**src/rtl/cpu_clock_ctrl_if.sv**
```systemverilog
// Control/status bundle between the debug host and the 6502 clock controller.
// CYCLE_COUNT_EN adds the completed-cycle counter to the status side.
interface cpu_clock_ctrl_if;
    logic        run;
    logic        halt_req;
    logic        step;
    logic        soft_reset;
    logic        bp_en;
    logic [15:0] bp_addr;
    logic [15:0] cpu_ab;
    logic        clk0;
    logic        res;
    logic        clk0_rise;
    logic        clk0_fall;
    logic        halted;
    logic        bp_hit;
`ifdef CYCLE_COUNT_EN
    logic [31:0] cycle_count;

    modport master (
        output run, halt_req, step, soft_reset, bp_en, bp_addr, cpu_ab,
        input  clk0, res, clk0_rise, clk0_fall, halted, bp_hit, cycle_count
    );

    modport slave (
        input  run, halt_req, step, soft_reset, bp_en, bp_addr, cpu_ab,
        output clk0, res, clk0_rise, clk0_fall, halted, bp_hit, cycle_count
    );
`else
    modport master (
        output run, halt_req, step, soft_reset, bp_en, bp_addr, cpu_ab,
        input  clk0, res, clk0_rise, clk0_fall, halted, bp_hit
    );

    modport slave (
        input  run, halt_req, step, soft_reset, bp_en, bp_addr, cpu_ab,
        output clk0, res, clk0_rise, clk0_fall, halted, bp_hit
    );
`endif
endinterface

```
**src/rtl/cpu_clock_ctrl.sv**
```systemverilog
// Run/halt/single-step clock and reset generator for the 6502 core, clk0 gated only at cycle boundaries.
// Optional feature macro: CYCLE_COUNT_EN (adds the 32-bit completed-cycle counter).
module cpu_clock_ctrl #(
    parameter int HALFCYCLE  = 8,
    parameter int RES_CYCLES = 8
) (
    input  logic            eclk,
    input  logic            ereset_n,
    cpu_clock_ctrl_if.slave bus
);

    typedef enum logic [1:0] {
        ST_RESET = 2'd0,
        ST_RUN   = 2'd1,
        ST_HALT  = 2'd2,
        ST_STEP  = 2'd3
    } state_t;

    localparam logic [7:0] HALF_M1_C = 8'(HALFCYCLE - 1);
    localparam logic [7:0] RES_M1_C  = 8'(RES_CYCLES - 1);

    function automatic logic bp_match(input logic en, input logic [15:0] ab, input logic [15:0] addr);
        return en && (ab == addr);
    endfunction

    state_t      state_r;
    state_t      state_nxt_s;
    logic [7:0]  i_r;
    logic [7:0]  rc_r;
    logic [7:0]  rc_nxt_s;
    logic        clk0_r;
    logic        res_r;
    logic        res_nxt_s;
    logic        rise_r;
    logic        fall_r;
    logic        bp_hit_r;
    logic        bp_hit_nxt_s;
    logic        bp_mask_r;
    logic        bp_mask_nxt_s;
    logic        halted_r;
    logic        engine_en_s;
    logic        tick_s;
    logic        fall_ev_s;
    logic        bp_term_s;
    logic        halt_cond_s;

    assign engine_en_s = (state_r != ST_HALT);
    assign tick_s      = engine_en_s && (i_r == HALF_M1_C);
    assign fall_ev_s   = tick_s && clk0_r;
    assign bp_term_s   = bp_match(bus.bp_en, bus.cpu_ab, bus.bp_addr) && !bp_mask_r;
    assign halt_cond_s = !bus.run || bus.halt_req || bp_term_s;

    // Phase counter and clk0 toggle, with one-eclk edge strobes
    always_ff @(posedge eclk or negedge ereset_n) begin
        if (!ereset_n) begin
            i_r    <= 8'd0;
            clk0_r <= 1'b0;
            rise_r <= 1'b0;
            fall_r <= 1'b0;
        end else begin
            rise_r <= tick_s && !clk0_r;
            fall_r <= fall_ev_s;
            if (tick_s) begin
                i_r    <= 8'd0;
                clk0_r <= ~clk0_r;
            end else if (engine_en_s) begin
                i_r    <= i_r + 8'd1;
            end else begin
                i_r    <= i_r;
                clk0_r <= clk0_r;
            end
        end
    end

    // Sequencer next-state: decisions at fall events, HALT exits and soft_reset act immediately
    always_comb begin
        state_nxt_s   = state_r;
        rc_nxt_s      = rc_r;
        res_nxt_s     = res_r;
        bp_hit_nxt_s  = bp_hit_r;
        bp_mask_nxt_s = fall_ev_s ? 1'b0 : bp_mask_r;

        case (state_r)
            ST_RESET: begin
                res_nxt_s = 1'b0;
                if (fall_ev_s) begin
                    if (rc_r == RES_M1_C) begin
                        res_nxt_s   = 1'b1;
                        rc_nxt_s    = 8'd0;
                        state_nxt_s = (bus.run && !bus.halt_req) ? ST_RUN : ST_HALT;
                    end else begin
                        rc_nxt_s    = rc_r + 8'd1;
                    end
                end else begin
                    rc_nxt_s = rc_r;
                end
            end
            ST_RUN: begin
                if (fall_ev_s && halt_cond_s) begin
                    state_nxt_s  = ST_HALT;
                    bp_hit_nxt_s = bp_term_s;
                end else begin
                    state_nxt_s  = ST_RUN;
                end
            end
            ST_HALT: begin
                if (bus.step) begin
                    state_nxt_s   = ST_STEP;
                    bp_hit_nxt_s  = 1'b0;
                    bp_mask_nxt_s = 1'b1;
                end else if (bus.run && !bus.halt_req) begin
                    state_nxt_s   = ST_RUN;
                    bp_hit_nxt_s  = 1'b0;
                    bp_mask_nxt_s = 1'b1;
                end else begin
                    state_nxt_s   = ST_HALT;
                end
            end
            ST_STEP: begin
                if (fall_ev_s) begin
                    state_nxt_s = ST_HALT;
                end else begin
                    state_nxt_s = ST_STEP;
                end
            end
            default: begin
                state_nxt_s = ST_RESET;
                rc_nxt_s    = 8'd0;
                res_nxt_s   = 1'b0;
            end
        endcase

        // soft_reset wins over everything; the clock engine is deliberately left alone
        if (bus.soft_reset) begin
            state_nxt_s  = ST_RESET;
            rc_nxt_s     = 8'd0;
            res_nxt_s    = 1'b0;
            bp_hit_nxt_s = 1'b0;
            if (state_r == ST_HALT) begin
                bp_mask_nxt_s = 1'b1;
            end else begin
                bp_mask_nxt_s = bp_mask_nxt_s;
            end
        end else begin
            state_nxt_s = state_nxt_s;
        end
    end

    // Sequencer state and registered status outputs
    always_ff @(posedge eclk or negedge ereset_n) begin
        if (!ereset_n) begin
            state_r   <= ST_RESET;
            rc_r      <= 8'd0;
            res_r     <= 1'b0;
            bp_hit_r  <= 1'b0;
            bp_mask_r <= 1'b0;
            halted_r  <= 1'b0;
        end else begin
            state_r   <= state_nxt_s;
            rc_r      <= rc_nxt_s;
            res_r     <= res_nxt_s;
            bp_hit_r  <= bp_hit_nxt_s;
            bp_mask_r <= bp_mask_nxt_s;
            halted_r  <= (state_nxt_s == ST_HALT);
        end
    end

`ifdef CYCLE_COUNT_EN
    logic [31:0] cycle_count_r;

    // Completed CPU cycles while the core is out of reset; wraps naturally
    always_ff @(posedge eclk or negedge ereset_n) begin
        if (!ereset_n) begin
            cycle_count_r <= 32'd0;
        end else if (fall_ev_s && res_r) begin
            cycle_count_r <= cycle_count_r + 32'd1;
        end else begin
            cycle_count_r <= cycle_count_r;
        end
    end

    assign bus.cycle_count = cycle_count_r;
`endif

    assign bus.clk0      = clk0_r;
    assign bus.res       = res_r;
    assign bus.clk0_rise = rise_r;
    assign bus.clk0_fall = fall_r;
    assign bus.halted    = halted_r;
    assign bus.bp_hit    = bp_hit_r;

endmodule

```
**src/flat_wrapper.sv**
```systemverilog
// flat-port wrapper written by rule: the top's interface ports become plain ports
module cpu_clock_ctrl_flat 
#(
    parameter int HALFCYCLE  = 8,
    parameter int RES_CYCLES = 8
)
  (eclk, ereset_n, bus_run, bus_halt_req, bus_step, bus_soft_reset, bus_bp_en, bus_bp_addr, bus_cpu_ab, bus_clk0, bus_res, bus_clk0_rise, bus_clk0_fall, bus_halted, bus_bp_hit);
  cpu_clock_ctrl_if bus_i ();
  input  logic eclk;
  input  logic ereset_n;
  input wire logic [$bits(bus_i.run)-1:0] bus_run;
  input wire logic [$bits(bus_i.halt_req)-1:0] bus_halt_req;
  input wire logic [$bits(bus_i.step)-1:0] bus_step;
  input wire logic [$bits(bus_i.soft_reset)-1:0] bus_soft_reset;
  input wire logic [$bits(bus_i.bp_en)-1:0] bus_bp_en;
  input wire logic [$bits(bus_i.bp_addr)-1:0] bus_bp_addr;
  input wire logic [$bits(bus_i.cpu_ab)-1:0] bus_cpu_ab;
  output wire logic [$bits(bus_i.clk0)-1:0] bus_clk0;
  output wire logic [$bits(bus_i.res)-1:0] bus_res;
  output wire logic [$bits(bus_i.clk0_rise)-1:0] bus_clk0_rise;
  output wire logic [$bits(bus_i.clk0_fall)-1:0] bus_clk0_fall;
  output wire logic [$bits(bus_i.halted)-1:0] bus_halted;
  output wire logic [$bits(bus_i.bp_hit)-1:0] bus_bp_hit;
  assign bus_i.run = bus_run;
  assign bus_i.halt_req = bus_halt_req;
  assign bus_i.step = bus_step;
  assign bus_i.soft_reset = bus_soft_reset;
  assign bus_i.bp_en = bus_bp_en;
  assign bus_i.bp_addr = bus_bp_addr;
  assign bus_i.cpu_ab = bus_cpu_ab;
  assign bus_clk0 = bus_i.clk0;
  assign bus_res = bus_i.res;
  assign bus_clk0_rise = bus_i.clk0_rise;
  assign bus_clk0_fall = bus_i.clk0_fall;
  assign bus_halted = bus_i.halted;
  assign bus_bp_hit = bus_i.bp_hit;
  cpu_clock_ctrl #(.HALFCYCLE(HALFCYCLE), .RES_CYCLES(RES_CYCLES)) u_core (.eclk(eclk), .ereset_n(ereset_n), .bus(bus_i));
endmodule
```
**config.mk**
```make
export PLATFORM = sky130hd
export DESIGN_NAME = cpu_clock_ctrl_flat
export DESIGN_NICKNAME = d
export VERILOG_FILES = /design/src/rtl/cpu_clock_ctrl_if.sv /design/src/rtl/cpu_clock_ctrl.sv /design/src/flat_wrapper.sv
export SDC_FILE = /design/constraint.sdc
export NUM_CORES = 1
export LEC_CHECK = 0
export CORE_MARGIN = 4
export CORE_UTILIZATION = 50
export DETAILED_ROUTE_END_ITERATION = 12
export PLACE_DENSITY = 0.84
export SETUP_SLACK_MARGIN = 0.2
export SLEW_MARGIN = 15
export SYNTH_ARGS = -nofsm -noshare
export SYNTH_HDL_FRONTEND = slang
export SYNTH_SLANG_ARGS = --single-unit
```
**constraint.sdc**
```tcl
create_clock -name eclk -period 5.65 [get_ports eclk]
set_input_delay 1.13 -clock eclk [delete_from_list [all_inputs] [get_ports eclk]]
set_output_delay 1.13 -clock eclk [all_outputs]
set_load 0.01 [all_outputs]
```
==> metrics.md <==
| Metric | Value |
|---|---|
| Net Sw Frac | `0.349` |
| Clock sink count | `25` |
| Num rows | `19` |
| Final Setup Violations | `0` |
| Wire per inst | `15.7 microns` |
| Status | `finished, final reports clean` |
| Post-Syn Area per Cell | `9.27 sq um` |
| Fin. max-slew vios | `0` |
| Die area | `0.00399 sq mm` |
| Initial antenna violation count | `0` |
| Critical-path cell list | `clkdlybuf4s50_1` |
| CP Buf/Inv Count | `1` |
| Die height | `63.1 microns` |
| Synthesized area | `0.00152 sq mm` |
| Final WL | `3.75 mm` |
| First DRT Iteration DRCs | `112` |
| P_sw | `176 uW` |
| Crit-path max FO | `5` |
| IO Pins | `45` |
| Critical Path Source Type | `register` |
| Post-route DRC violation count | `0` |
| Slew @ Worst Pin | `0.550 ns` |
| Pint | `328 uW` |
| Core area | `0.00283 sq mm` |
| Syn Nets | `205` |
| Worst stage delay on the critical path | `0.57 ns` |
| Gr usage total | `0.203` |
| Critical path class | `register to primary output` |
| Sequential group share of total power | `0.489` |
| FMAX | `403 MHz` |
| Grt total ovfl | `0` |
| Min-Delay Endpoint | `u_core.i_r[7]$_DFFE_PN0P_` |
| Fin crit share | `0.439` |
| CTS tree | `done` |
| Highest-delay cell along the critical path | `clkdlybuf4s50_1` |
| Gpl congestion | `0.783` |
| Worst reg2reg endpoint | `u_core.rc_r[7]$_DFFE_PN0P_` |
| Max cap viols | `0` |
| Hold-fix buffers at CTS | `0` |
| RSZ-0062 raised after global routing | `no` |
| Hold Crit Start | `u_core.i_r[7]$_DFFE_PN0P_` |
| Share of cells above drive strength 1 | `0.0676` |
| Static Leakage | `0.000757 uW` |
| Worst hold path class | `register to register` |
| First-pass GRT wire length | `6.52 mm` |
| Setup WS post-layout | `3.17 ns` |
| Ys async rst share | `1.00` |
| N_diodes | `0` |
| DRT Pass-1 Iters | `4` |
| Worst-case reg-to-reg path depth | `5` |
| Post-synthesis cell count | `164` |
| Post_cts resized | `0` |
| Largest net degree at the start of global routing | `26` |
| Worst Setup End Kind | `primary output` |
| Routed Antenna Nets | `0` |
| Minimum clock period after layout | `2.48 ns` |
| Clock-pin slew on the worst setup and hold paths | `0.13 ns` |
| Post-synthesis cell type count | `41` |
| Clock Latency Late Sink | `0.32 ns` |
| Initial core utilization | `0.537` |
| Synth Register Bits | `25` |
| Vias per cell | `5.87` |
| Reg2reg start | `u_core.i_r[3]$_DFFE_PN0P_` |
| Clock Tree Buf Depth | `2` |
| Comb pwr share | `0.353` |
| Vias in the first global route | `1,384` |
| Ys Warns | `0` |
| Clk_skew | `0.00346 ns` |
| Data required, critical path | `4.52 ns` |
| Reg2Reg Setup Slack | `3.56 ns` |
| EDFF count, synth | `0` |
| Clk pwr share | `0.158` |
| Top FF cell, synth | `dfrtp_1` |
| PortBufs | `44` |
| Slew margin rel. | `0.633` |
| Die span in x | `63.1 microns` |
| Maximum vdd drop | `0.000261 V` |
| Vias | `1,398` |
| Cell area power density | `253 mW/mm^2` |
| HPWL after DPL | `3.03 mm` |
| Register area share after synthesis | `0.412` |
| Setup repair bufs after CTS | `0` |
| CTS Buf Count | `3` |
| Pre-CTS setup slack | `2.93 ns` |
| Crit-path leading delay family | `buffers and inverters` |
| Root Driver | `clkbuf_4` |
| Layout Nets | `249` |
| Crit path arrival time | `1.35 ns` |
| Hold Crit Depth | `1` |
| Final Hold Viols | `0` |
| Final setup TNS | `0 ns` |
| # H-tree levels | `1` |
| Syn-to-layout area delta | `30.9%` |
## layer usage
layer	vias up	track usage	part of all wire
li1	675	-	-
met1	669	0.246	0.42
met2	46	0.364	0.53
met3	8	0.0426	0.038
met4	0	0.0496	0.018
met5	-	0	0
## sequential cells by signal, summed over array words and instances (netlist names)
register	count
u_core.bus.clk0	1
u_core.state_r	2
u_core.i_r	8
u_core.bus.halted	1
u_core.rc_r	8
u_core.bus.bp_hit	1
u_core.bus.res	1
u_core.bp_mask_r	1
u_core.bus.clk0_fall	1
u_core.bus.clk0_rise	1
## per-stage QoR
step	instances	area, sq um	util	hold slack, ns	power [uW]
floorplan	164	1520	-	0.446	362
global placement	234	1970	0.696	0.464	415
detailed placement	234	1970	0.696	0.468	427
CTS	238	2000	0.705	0.489	505
global route	238	1990	0.704	0.499	546
finish	238	1990	0.704	0.493	505
## logic make-up (layout without fill, tap and decap cells)
family,count (synthesis),after routing,share of synthesized area
and+or+nand+nor,71,71,0.263
xor gates and xnor gates,25,25,0.144
AOI/OAI and AO/OA,32,32,0.134
adders and majority gates,2,2,0.0165
DFF,25,25,0.412
buffers and inverters,9,52,0.0304
## Yosys cell counts (4+ instances only)
library cell | count | share of area
nand2_1 | 13 | 0.032
nand3_1 | 9 | 0.030
o21ai_0 | 8 | 0.026
inv_1 | 4 | 0.0099
and2_1 | 4 | 0.016
a21oi_1 | 10 | 0.033
nor2_1 | 12 | 0.030
nor3_1 | 5 | 0.016
dfrtp_1 | 25 | 0.41
xnor2_1 | 22 | 0.13
and3_1 | 4 | 0.016
nand4_1 | 8 | 0.033
## area by class of cell
type / instances / area [sq um]
multi-input cells: 130 / 848
fillers: 209 / 838
flip-flops and latches: 25 / 626
repair buffers: 44 / 435
well taps: 31 / 38.8
clock buffers: 3 / 22.5
inverters: 4 / 15.0
clock inverters: 1 / 5.00
## cells in the final DEF, fill, tap and decap left out, drive strengths merged, types with 2 or more instances in the layout
| cell | count |
|---|---|
| ha | 2 |
| nand4 | 8 |
| and2 | 4 |
| clkbuf | 3 |
| nor2b | 2 |
| o21ai | 8 |
| nand2 | 13 |
| clkdlybuf4s50 | 43 |
| xnor2 | 22 |
| and3 | 6 |
| inv | 4 |
| nor2 | 12 |
| a31oi | 3 |
| xor2 | 3 |
| a21oi | 10 |
| o31ai | 3 |
| dfrtp | 25 |
| nand3 | 10 |
| or4 | 3 |
| nor3 | 7 |
| nand2b | 2 |
## power groups by stage
stage | Combinational, uW | Clock, uW | Sequential (uW)
detailed placement | 177 | 0 | 250
CTS | 178 | 80.6 | 247
finish | 178 | 79.5 | 247
global route | 199 | 92.6 | 254
floorplan | 118 | 0 | 244
global placement | 168 | 0 | 247
## worst max path at each step
stage                                           start  cells past startpoint                            end
after floorplan                        bus_bp_addr[4]                      5    u_core.state_r[1]$_DFF_PN0_
after global placement                 bus_soft_reset                      6    u_core.bus.halted$_DFF_PN0_
after detailed placement              bus_bp_addr[10]                      6  u_core.bus.bp_hit$_DFFE_PN0P_
after CTS                 u_core.bus.clk0$_DFFE_PN0N_                      1                       bus_clk0
after global routing      u_core.bus.clk0$_DFFE_PN0N_                      1                       bus_clk0
final                     u_core.bus.clk0$_DFFE_PN0N_                      1                       bus_clk0
(Power assumes the default switching activity.)
